## src/rtl/instruction_fetch_unit.sv

```systemverilog
// rtl/instruction_fetch_unit.sv - instruction fetch stage: PC, i-memory read handshake, IF/ID register
//
// Purpose:
//   Owns the word-addressed PC, issues one read at a time to instruction
//   memory and fills the IF/ID pipeline register. Obeys hazard-unit
//   stall/flush/write-enable controls and takes redirect targets. A
//   one-entry buffer keeps a word that returns while IF/ID is held.
//
// Ports:
//   clk             in   clock, rising edge
//   reset_n         in   asynchronous active-low reset
//   pc_write        in   0 holds the PC
//   ir_write        in   0 holds IF/ID
//   stall_IFID      in   1 holds IF/ID
//   flush_IFID      in   1 loads a bubble into IF/ID
//   redirect_valid  in   restart fetch at redirect_pc
//   redirect_pc     in   redirect target
//   i_readM         out  instruction memory read request
//   i_address       out  read address (stable until handshake)
//   i_data          in   read data, valid with i_ready
//   i_ready         in   read done; handshake = i_readM & i_ready at an edge
//   instr_ID        out  IF/ID instruction
//   pc_ID           out  IF/ID instruction address
//   pc_plus1_ID     out  IF/ID pc_ID + 1
//   valid_ID        out  IF/ID holds a real instruction

module instruction_fetch_unit #(
  parameter int                   WORD_SIZE = 16,
  parameter logic [WORD_SIZE-1:0] RESET_PC  = '0
) (
  input  logic                 clk,
  input  logic                 reset_n,
  input  logic                 pc_write,
  input  logic                 ir_write,
  input  logic                 stall_IFID,
  input  logic                 flush_IFID,
  input  logic                 redirect_valid,
  input  logic [WORD_SIZE-1:0] redirect_pc,
  output logic                 i_readM,
  output logic [WORD_SIZE-1:0] i_address,
  input  logic [WORD_SIZE-1:0] i_data,
  input  logic                 i_ready,
  output logic [WORD_SIZE-1:0] instr_ID,
  output logic [WORD_SIZE-1:0] pc_ID,
  output logic [WORD_SIZE-1:0] pc_plus1_ID,
  output logic                 valid_ID
);

  localparam logic [1:0] S_FETCH = 2'd0;
  localparam logic [1:0] S_HOLD  = 2'd1;
  localparam logic [1:0] S_DRAIN = 2'd2;

  localparam logic [WORD_SIZE-1:0] ONE = {{(WORD_SIZE-1){1'b0}}, 1'b1};

  logic [1:0]           r_state;
  logic                 r_run;
  logic [WORD_SIZE-1:0] r_pc;
  logic [WORD_SIZE-1:0] r_pend_pc;
  logic [WORD_SIZE-1:0] r_buf;
  logic [WORD_SIZE-1:0] r_instr_id;
  logic [WORD_SIZE-1:0] r_pc_id;
  logic [WORD_SIZE-1:0] r_pc_plus1_id;
  logic                 r_valid_id;

  logic                 w_hold;
  logic                 w_req;
  logic                 w_hs;
  logic [WORD_SIZE-1:0] w_pc_plus1;

  assign w_hold     = stall_IFID | ~ir_write | ~pc_write;
  // r_run keeps the request off for the first cycle after reset release,
  // so the first valid IF/ID entry lands on the second edge and a stale
  // i_ready in that first cycle cannot be taken as a handshake.
  assign w_req      = r_run & ((r_state == S_FETCH) | (r_state == S_DRAIN));
  assign w_hs       = w_req & i_ready;
  assign w_pc_plus1 = r_pc + ONE;

  assign i_readM     = w_req;
  assign i_address   = r_pc;
  assign instr_ID    = r_instr_id;
  assign pc_ID       = r_pc_id;
  assign pc_plus1_ID = r_pc_plus1_id;
  assign valid_ID    = r_valid_id;

  always_ff @(posedge clk or negedge reset_n) begin
    if (!reset_n) begin
      r_state       <= S_FETCH;
      r_run         <= 1'b0;
      r_pc          <= RESET_PC;
      r_pend_pc     <= '0;
      r_buf         <= '0;
      r_instr_id    <= '0;
      r_pc_id       <= '0;
      r_pc_plus1_id <= '0;
      r_valid_id    <= 1'b0;
    end else begin
      r_run <= 1'b1;
      case (r_state)
        S_FETCH: begin
          if (redirect_valid) begin
            r_valid_id <= 1'b0;
            // An issued request cannot be aborted: wait it out in DRAIN.
            if (w_hs || !w_req) begin
              r_pc <= redirect_pc;
            end else begin
              r_pend_pc <= redirect_pc;
              r_state   <= S_DRAIN;
            end
          end else if (flush_IFID) begin
            // Bubble; any returning word is dropped and refetched from r_pc.
            r_valid_id <= 1'b0;
          end else if (w_hold) begin
            if (w_hs) begin
              r_buf   <= i_data;
              r_state <= S_HOLD;
            end
          end else if (w_hs) begin
            r_instr_id    <= i_data;
            r_pc_id       <= r_pc;
            r_pc_plus1_id <= w_pc_plus1;
            r_valid_id    <= 1'b1;
            r_pc          <= w_pc_plus1;
          end else begin
            r_valid_id <= 1'b0;
          end
        end

        S_HOLD: begin
          if (redirect_valid) begin
            r_valid_id <= 1'b0;
            r_pc       <= redirect_pc;
            r_state    <= S_FETCH;
          end else if (flush_IFID) begin
            // Buffered word is discarded; r_pc still points at it.
            r_valid_id <= 1'b0;
            r_state    <= S_FETCH;
          end else if (!w_hold) begin
            r_instr_id    <= r_buf;
            r_pc_id       <= r_pc;
            r_pc_plus1_id <= w_pc_plus1;
            r_valid_id    <= 1'b1;
            r_pc          <= w_pc_plus1;
            r_state       <= S_FETCH;
          end
        end

        S_DRAIN: begin
          r_valid_id <= 1'b0;
          if (w_hs) begin
            r_pc    <= redirect_valid ? redirect_pc : r_pend_pc;
            r_state <= S_FETCH;
          end else if (redirect_valid) begin
            r_pend_pc <= redirect_pc;
          end
        end

        default: begin
          r_state <= S_FETCH;
        end
      endcase
    end
  end

endmodule

```

## config.mk

```make
export PLATFORM = sky130hd
export DESIGN_NAME = instruction_fetch_unit
export DESIGN_NICKNAME = d
export VERILOG_FILES = /design/src/rtl/instruction_fetch_unit.sv
export SDC_FILE = /design/constraint.sdc
export NUM_CORES = 1
export LEC_CHECK = 0
export BUFFER_PORTS_ARGS = -buffer_cell sky130_fd_sc_hd__buf_2
export CAP_MARGIN = 10
export CORE_MARGIN = 2
export CORE_UTILIZATION = 49
export CTS_CLUSTER_SIZE = 40
export DETAILED_ROUTE_END_ITERATION = 10
export GPL_TIMING_DRIVEN = 0
export PLACE_DENSITY = 0.72
export SETUP_SLACK_MARGIN = 0.05
export SYNTH_ARGS = -nofsm -noshare
export SYNTH_HDL_FRONTEND = slang
export SYNTH_SLANG_ARGS = --single-unit
```

## constraint.sdc

```tcl
create_clock -name clk -period 1.9 [get_ports clk]
set_input_delay 0.285 -clock clk [delete_from_list [all_inputs] [get_ports clk]]
set_output_delay 0.285 -clock clk [all_outputs]
set_load 0.03 [all_outputs]
```

==> flow_summary.yaml, run 1 <==
route:
  drt-total-wl_um: 12300
  vias: 3939
  wl_per_cell_um: 17.60
  postRouteAntennaNets: 0
  drtIter0Drc: 212
  drt_pass1_iterations: 5
  via_per_inst: 5.635
  remaining_drc_errors: 0
logic_synthesis:
  synth_compound_area_share_pct: 12.80
  yosysSeqAreaShare_pct: 53.01
  yosysMostFrequentCell: "dfrtp_1"
  yosysUniqueCellTypes: 53
  synth_common_cells: "dfrtp_1, nor2_1, mux2_2"
  synth-xor-area-share_pct: 2.597
  synth_top_area_share_pct: 53.01
  synthAdderAreaFrac_pct: 1.325
  syn_area_per_cell_um2: 11.11
  synth_cells: 425
  yosys-mux-area-fraction_pct: 15.96
  synth_warnings: 0
  async_reset_ff_share_pct: 100.0
  synth_largest_area_cell: "dfrtp_1"
  netlist_area_um2: 4721
  yosys.area_share.simple_pct: 10.63
  ys.flop_type: "dfrtp_1"
  synth.area.top_cells: "dfrtp_1, mux2_2, nor2_1"
  syn_nets: 470
  synth_edf_count: 0
  synth-seq-cells: 100
  synth_top_family_by_area: "multiplexers"
sta:
  period_minus_slack_ps: 2018
  tightest_slew_ps: 659.2
  max_freq_mhz: 495.5
  finClkSkew_ps: 12.24
  hold_ws_ps: 159.6
  finalWorstSetupSlack_ps: -118.3
  slew_headroom_pct: 55.89
  rsz0062_at_grt: "true"
  slew_violations: 0
  finalSetupViolCount: 49
  hold_viol_final: 0
  period_share_pct: 106.2
  finalSetupTns_ps: -1786
global_route:
  grt_antenna_before_repair: 0
  grt_overflow: 0
  grt_start_max_net_pins: 55
  grt_pass1_vias: 3754
  grt_first_pass_wirelength_um: 19160
  grt_util_all_layers_pct: 23.84
clocking:
  cts_htree_levels: 3
  cts_tree: "done"
  cts_root_buffer: "clkbuf_8"
  clkTransAtPathRegs_ps: 100
  cts_buffers: 9
  clock-sinks: 100
  clk_path_buf_depth: 2
  clk_latency_ps: 360
floorplan:
  die_w_um: 102.2
  dieArea_um2: 10440
  die_h_um: 102.2
  initial_utilization_pct: 50.85
  ios: 106
  std_cell_rows: 35
  placeableCoreArea_um2: 9284
worst_setup_path:
  cp_cell_sequence: "ha_4, nor3b_4, a211oi_2, buf_4, a2111oi_4, buf_6, buf_6, nor2_2, a21oi_1"
  crit_type: "flip-flop to flip-flop"
  crit_path_max_incr_delay_ps: 460
  required_ps: 2190
  crit_arrival_ps: 2310
  critPathTopFamily: "compound AO/OA/AOI/OAI gates"
  crit_path_frequent_cell: "buf_6"
  critPathCaptureType: "flip-flop"
  path_buf_inv: 3
  worst_path_max_delay_cell: "dfrtp_2"
  path_max_fanout: 5
  crit_path_start_kind: "flip-flop"
finish:
  diodes: 0
  fill_cells: 720
  final_net_count: 610
  fin_area_um2: 6216
  area_delta_synth_final_pct: 31.67
  fin_util_pct: 66.95
  drive_gt1_share_pct: 45.79
run:
  drv_cap: 0
placement:
  dpl_cell_area_um2: 5466
  dp_slack_ps: -287.2
  place_congestion: 0.8454
  port_buffers: 103
  hpwl_um: 8314
pwr:
  ir_drop_uv: 922.0
  power_density_nw_per_um2: 1727
  leakagePower_nw: 2.933
outcome:
  violations: "negative setup slack"
  status: "finished, violations left"
min_path:
  hp-class: "primary input to flip-flop"
-- registers in the layout, summed over array words and instances, names as in the netlist --
signal,cells
r_pend_pc,16
r_run,1
pc_ID,16
instr_ID,16
valid_ID,1
r_state,2
i_address,16
pc_plus1_ID,16
r_buf,16
-- worst paths after layout --
kind | start | endpoint | slack [ps] | cells past startpoint
min | i_data[11] | r_buf[11]$_DFFE_PN0P_ | 160 | 2
max in group asynchronous | reset_n | i_address[1]$_DFFE_PN0P_ | 700 | 3
max | r_state[1]$_DFFE_PN0P_ | i_address[3]$_DFFE_PN0P_ | -120 | 9
max reg2reg | r_state[1]$_DFFE_PN0P_ | i_address[3]$_DFFE_PN0P_ | -120 | 9
min reg2reg | r_pend_pc[6]$_DFFE_PN0P_ | r_pend_pc[6]$_DFFE_PN0P_ | 500 | 1
min in group asynchronous | reset_n | instr_ID[0]$_DFFE_PN0P_ | 480 | 2
-- logic make-up after synthesis --
| group | count (synthesis) |
|---|---|
| other cells | 1 |
| flops | 100 |
| xor+xnor | 14 |
| simple gates | 106 |
| buf+inv | 35 |
| compound gates | 95 |
| mux | 69 |
| fa+ha+maj | 5 |
-- through the flow --
| step | total power, W | instances |
|---|---|---|
| floorplan | 0.006898 | 425 |
| detailed placement | 0.008290 | 658 |
| finish | 0.01074 | 699 |
| global placement | 0.008114 | 657 |
| global route | 0.01136 | 699 |
| CTS | 0.01041 | 694 |
-- layer usage --
layer	up-vias	routed length (um)	track usage [%]
li1	1793	-	-
met1	1938	5373	33.33
met2	184	5889	38.21
met3	24	747	3.283
met4	0	289	8.718
met5	-	0	0
-- area by class of cell --
cell class              instances  area, um^2  share of cell area, %
repair buffers                131       795.8                  12.80
clock buffers                  10       127.6                  2.053
clock inverters                 6       111.4                  1.791
plain buffers                  26       231.5                  3.724
well taps                     129       161.4                  2.597
flip-flops and latches        100        2506                  40.32
multi-input cells             290        2256                  36.29
inverters                       7       26.28                 0.4227
-- repair_timing --
action	in CTS	in global routing
gates cloned	3	0
pin swaps	9	15
hold buffers	1	0
buffers inserted	16	7
gates resized for setup	62	38
endpoints found under the setup margin	97	99
endpoints found under the hold margin	46	0
-- power by group --
group,leakage (nW),switching (W),internal (W)
Clock,0.117,0.000731,0.000878
Combinational,1.56,0.00314,0.00219
Sequential,1.25,0.000724,0.00307
-- layout by cell type, fill, tap and decap left out, types with 4 or more instances in the layout --
| cell | Yosys | layout |
|---|---|---|
| clkbuf_8 | 0 | 9 |
| nor2_2 | 0 | 5 |
| nand2_1 | 20 | 18 |
| mux2i_1 | 19 | 19 |
| mux2_4 | 0 | 4 |
| xnor2_1 | 8 | 8 |
| dfrtp_1 | 100 | 97 |
| clkbuf_1 | 10 | 4 |
| xor2_1 | 6 | 6 |
| o21ai_1 | 10 | 7 |
| inv_1 | 7 | 5 |
| o21ai_0 | 10 | 5 |
| nor2_1 | 55 | 48 |
| mux2_2 | 50 | 46 |
| a21oi_1 | 41 | 38 |
| nand3_1 | 6 | 5 |
| o21ai_2 | 0 | 8 |
| a222oi_1 | 5 | 5 |
| a22oi_1 | 5 | 5 |
| buf_6 | 1 | 16 |
| clkbuf_2 | 3 | 4 |
| buf_2 | 10 | 103 |
| buf_4 | 4 | 23 |
(Power assumes the default switching activity.)
==> run 2, diff against run 1 <==
- GPL_TIMING_DRIVEN: 0 -> unset
- PLACE_DENSITY: 0.72 -> 0.74
==> run 2 against run 1 <==
  * The flow still finishes with violations (negative setup slack)
  * Combinational power is 5.3% higher
  * Sequential power is 2% lower
  * Power is 1.2% lower
  * Clock power is 20% lower
  * Core utilization is 1.7 points higher
  * Largest cell class unchanged
  * Sequential share of layout area is 1.1 points lower
  * Critical path type unchanged
  * Largest power group unchanged
  * Worst setup slack better by 57 ps
  * Critical path depth is 2 lower
  * Global-route usage is 0.93 points lower
==> flow_summary.yaml, run 2 (synthesis results as in run 1) <==
route:
  drt_pass1_iterations: 8
  postRouteAntennaNets: 0
  wl_per_cell_um: 18.29
  drtIter0Drc: 317
  remaining_drc_errors: 0
  via_per_inst: 5.586
  drt-total-wl_um: 12950
  vias: 3955
global_route:
  grt_antenna_before_repair: 0
  grt_pass1_vias: 3738
  grt_start_max_net_pins: 101
  grt_util_all_layers_pct: 22.90
  grt_first_pass_wirelength_um: 18710
  grt_overflow: 0
placement:
  dpl_cell_area_um2: 5652
  dp_slack_ps: -183.3
  hpwl_um: 8154
  place_congestion: 0.8886
  port_buffers: 105
  dp.cells: 671
finish:
  final_common_cell: "buf_2"
  final_net_count: 619
  final_cell_count_no_fill: 708
  diodes: 0
  area_delta_synth_final_pct: 35.09
  layout_common_cells: "buf_2, dfrtp_1, nor2_1, mux2_2, a21oi_1"
  fin_area_um2: 6377
  drive_gt1_share_pct: 46.46
  fill_cells: 717
pwr:
  seq_power_share_pct: 35.0
  combPwrFrac_pct: 52.9
  clkPwrFrac_pct: 12.2
  leakagePower_nw: 2.986
  ir_drop_uv: 957.6
  power_density_nw_per_um2: 1664
  p_sw_w: 0.004717
  internal-power_w: 0.005894
  switching_share_pct: 44.45
clocking:
  clkTransAtPathRegs_ps: 110
  cts_buffers: 9
  clk_latency_ps: 360
  cts_htree_levels: 3
  clock-sinks: 100
  cts_root_buffer: "clkbuf_8"
  clk_path_buf_depth: 2
  cts_tree: "done"
sta:
  max_freq_mhz: 509.8
  hold_viol_final: 0
  period_share_pct: 103.2
  rsz0062_at_grt: "true"
  period_minus_slack_ps: 1962
  slew_headroom_pct: 64.20
  hold_ws_ps: 167.8
  finalSetupViolCount: 19
  tightest_slew_ps: 536.9
  finalWorstSetupSlack_ps: -61.58
  finalSetupTns_ps: -455.8
  slew_violations: 0
  finClkSkew_ps: 7.797
floorplan:
  std_cell_rows: 35
  placeableCoreArea_um2: 9284
  initial_utilization_pct: 50.85
  die_h_um: 102.2
  dieArea_um2: 10440
  die_w_um: 102.2
  ios: 106
worst_setup_path:
  path_max_fanout: 7
  crit_path_start_kind: "flip-flop"
  crit_type: "flip-flop to flip-flop"
  crit_arrival_ps: 2240
  cp_cell_sequence: "inv_2, ha_4, nor2b_4, a2111o_1, buf_4, buf_6, o21ai_1"
  required_ps: 2180
  crit_path_max_incr_delay_ps: 510
  worst_path_max_delay_cell: "a2111o_1"
  critPathCaptureType: "flip-flop"
run:
  drv_cap: 0
outcome:
  status: "finished, violations left"
  violations: "negative setup slack"
min_path:
  hp-class: "primary input to flip-flop"
run 2: cell count changes in the layout (fill, tap and decap cells not counted), moves of 4 or more:
cell	before	now
mux2_2	46	41
buf_6	16	11
clkbuf_16	0	5
clkbuf_2	4	0
nor2_1	48	52
buf_4	23	37
buf_12	3	7
clkbuf_1	4	0
mux2_4	4	9
nor2_2	5	1
run 2: path summary, 6_finish.rpt:
check | start | to | slack [ps] | cells after the start
setup / recovery | r_state[1]$_DFFE_PN0P_ | i_address[13]$_DFFE_PN0P_ | -60 | 7
hold / removal | i_data[11] | r_buf[11]$_DFFE_PN0P_ | 170 | 2
setup reg to reg | r_state[1]$_DFFE_PN0P_ | i_address[13]$_DFFE_PN0P_ | -60 | 7
hold reg to reg | r_pend_pc[3]$_DFFE_PN0P_ | r_pend_pc[3]$_DFFE_PN0P_ | 520 | 1
max in group asynchronous | reset_n | i_address[10]$_DFFE_PN0P_ | 980 | 3
min in group asynchronous | reset_n | r_buf[2]$_DFFE_PN0P_ | 500 | 3
run 2: repair_timing:
action	in CTS	in global routing
hold buffers	1	0
resized for setup	22	47
setup buffers	8	5
cloned	0	7
endpoints found under the hold margin	22	0
pin swaps	6	15
endpoints found under the setup margin	98	87
run 2: final cells by class:
| class | count | area (um^2) | share of cell area [%] |
|---|---|---|---|
| Timing Repair Buffer | 166 | 1222 | 19.17 |
| Tap cell | 129 | 161.4 | 2.531 |
| Sequential cell | 100 | 2502 | 39.24 |
| Clock buffer | 9 | 123.9 | 1.942 |
| Inverter | 7 | 26.28 | 0.4120 |
| Multi-Input combinational cell | 290 | 2283 | 35.81 |
| Clock inverter | 7 | 57.56 | 0.9025 |
run 2: metrics by stage:
| stage | utilization, % | power, W |
|---|---|---|
| 5_1_grt | 68.69 | 0.01120 |
| 2_1_floorplan | - | 0.006898 |
| 3_5_place_dp | 60.88 | 0.008503 |
| 3_3_place_gp | 60.88 | 0.008309 |
| 4_1_cts | 64.78 | 0.01013 |
| 6_report | 68.69 | 0.01061 |
run 2: power groups by stage:
stage | clock network (W) | registers (W) | logic (W)
5_1_grt | 0.00140 | 0.00381 | 0.00599
2_1_floorplan | 0 | 0.00480 | 0.00210
3_3_place_gp | 0 | 0.00364 | 0.00466
6_report | 0.00129 | 0.00371 | 0.00561
4_1_cts | 0.00131 | 0.00367 | 0.00515
3_5_place_dp | 0 | 0.00372 | 0.00479
run 2: worst max-delay path, delay by kind of cell (launching register included):
kind                     cells  cell delay, ps
AO/OA/AOI/OAI                2             660
flip-flops                   1             440
adder cells (fa/ha/maj)      1             220
buffers and inverters        3             400
AND/OR/NAND/NOR              1             160
run 2: per-layer routing:
layer | part of all wire, % | GRT usage, % | vias up
li1 | - | - | 1803
met1 | 44 | 31.78 | 1952
met2 | 48 | 37.80 | 171
met3 | 5.4 | 3.010 | 29
met4 | 2.0 | 6.974 | 0
met5 | 0 | 0 | -
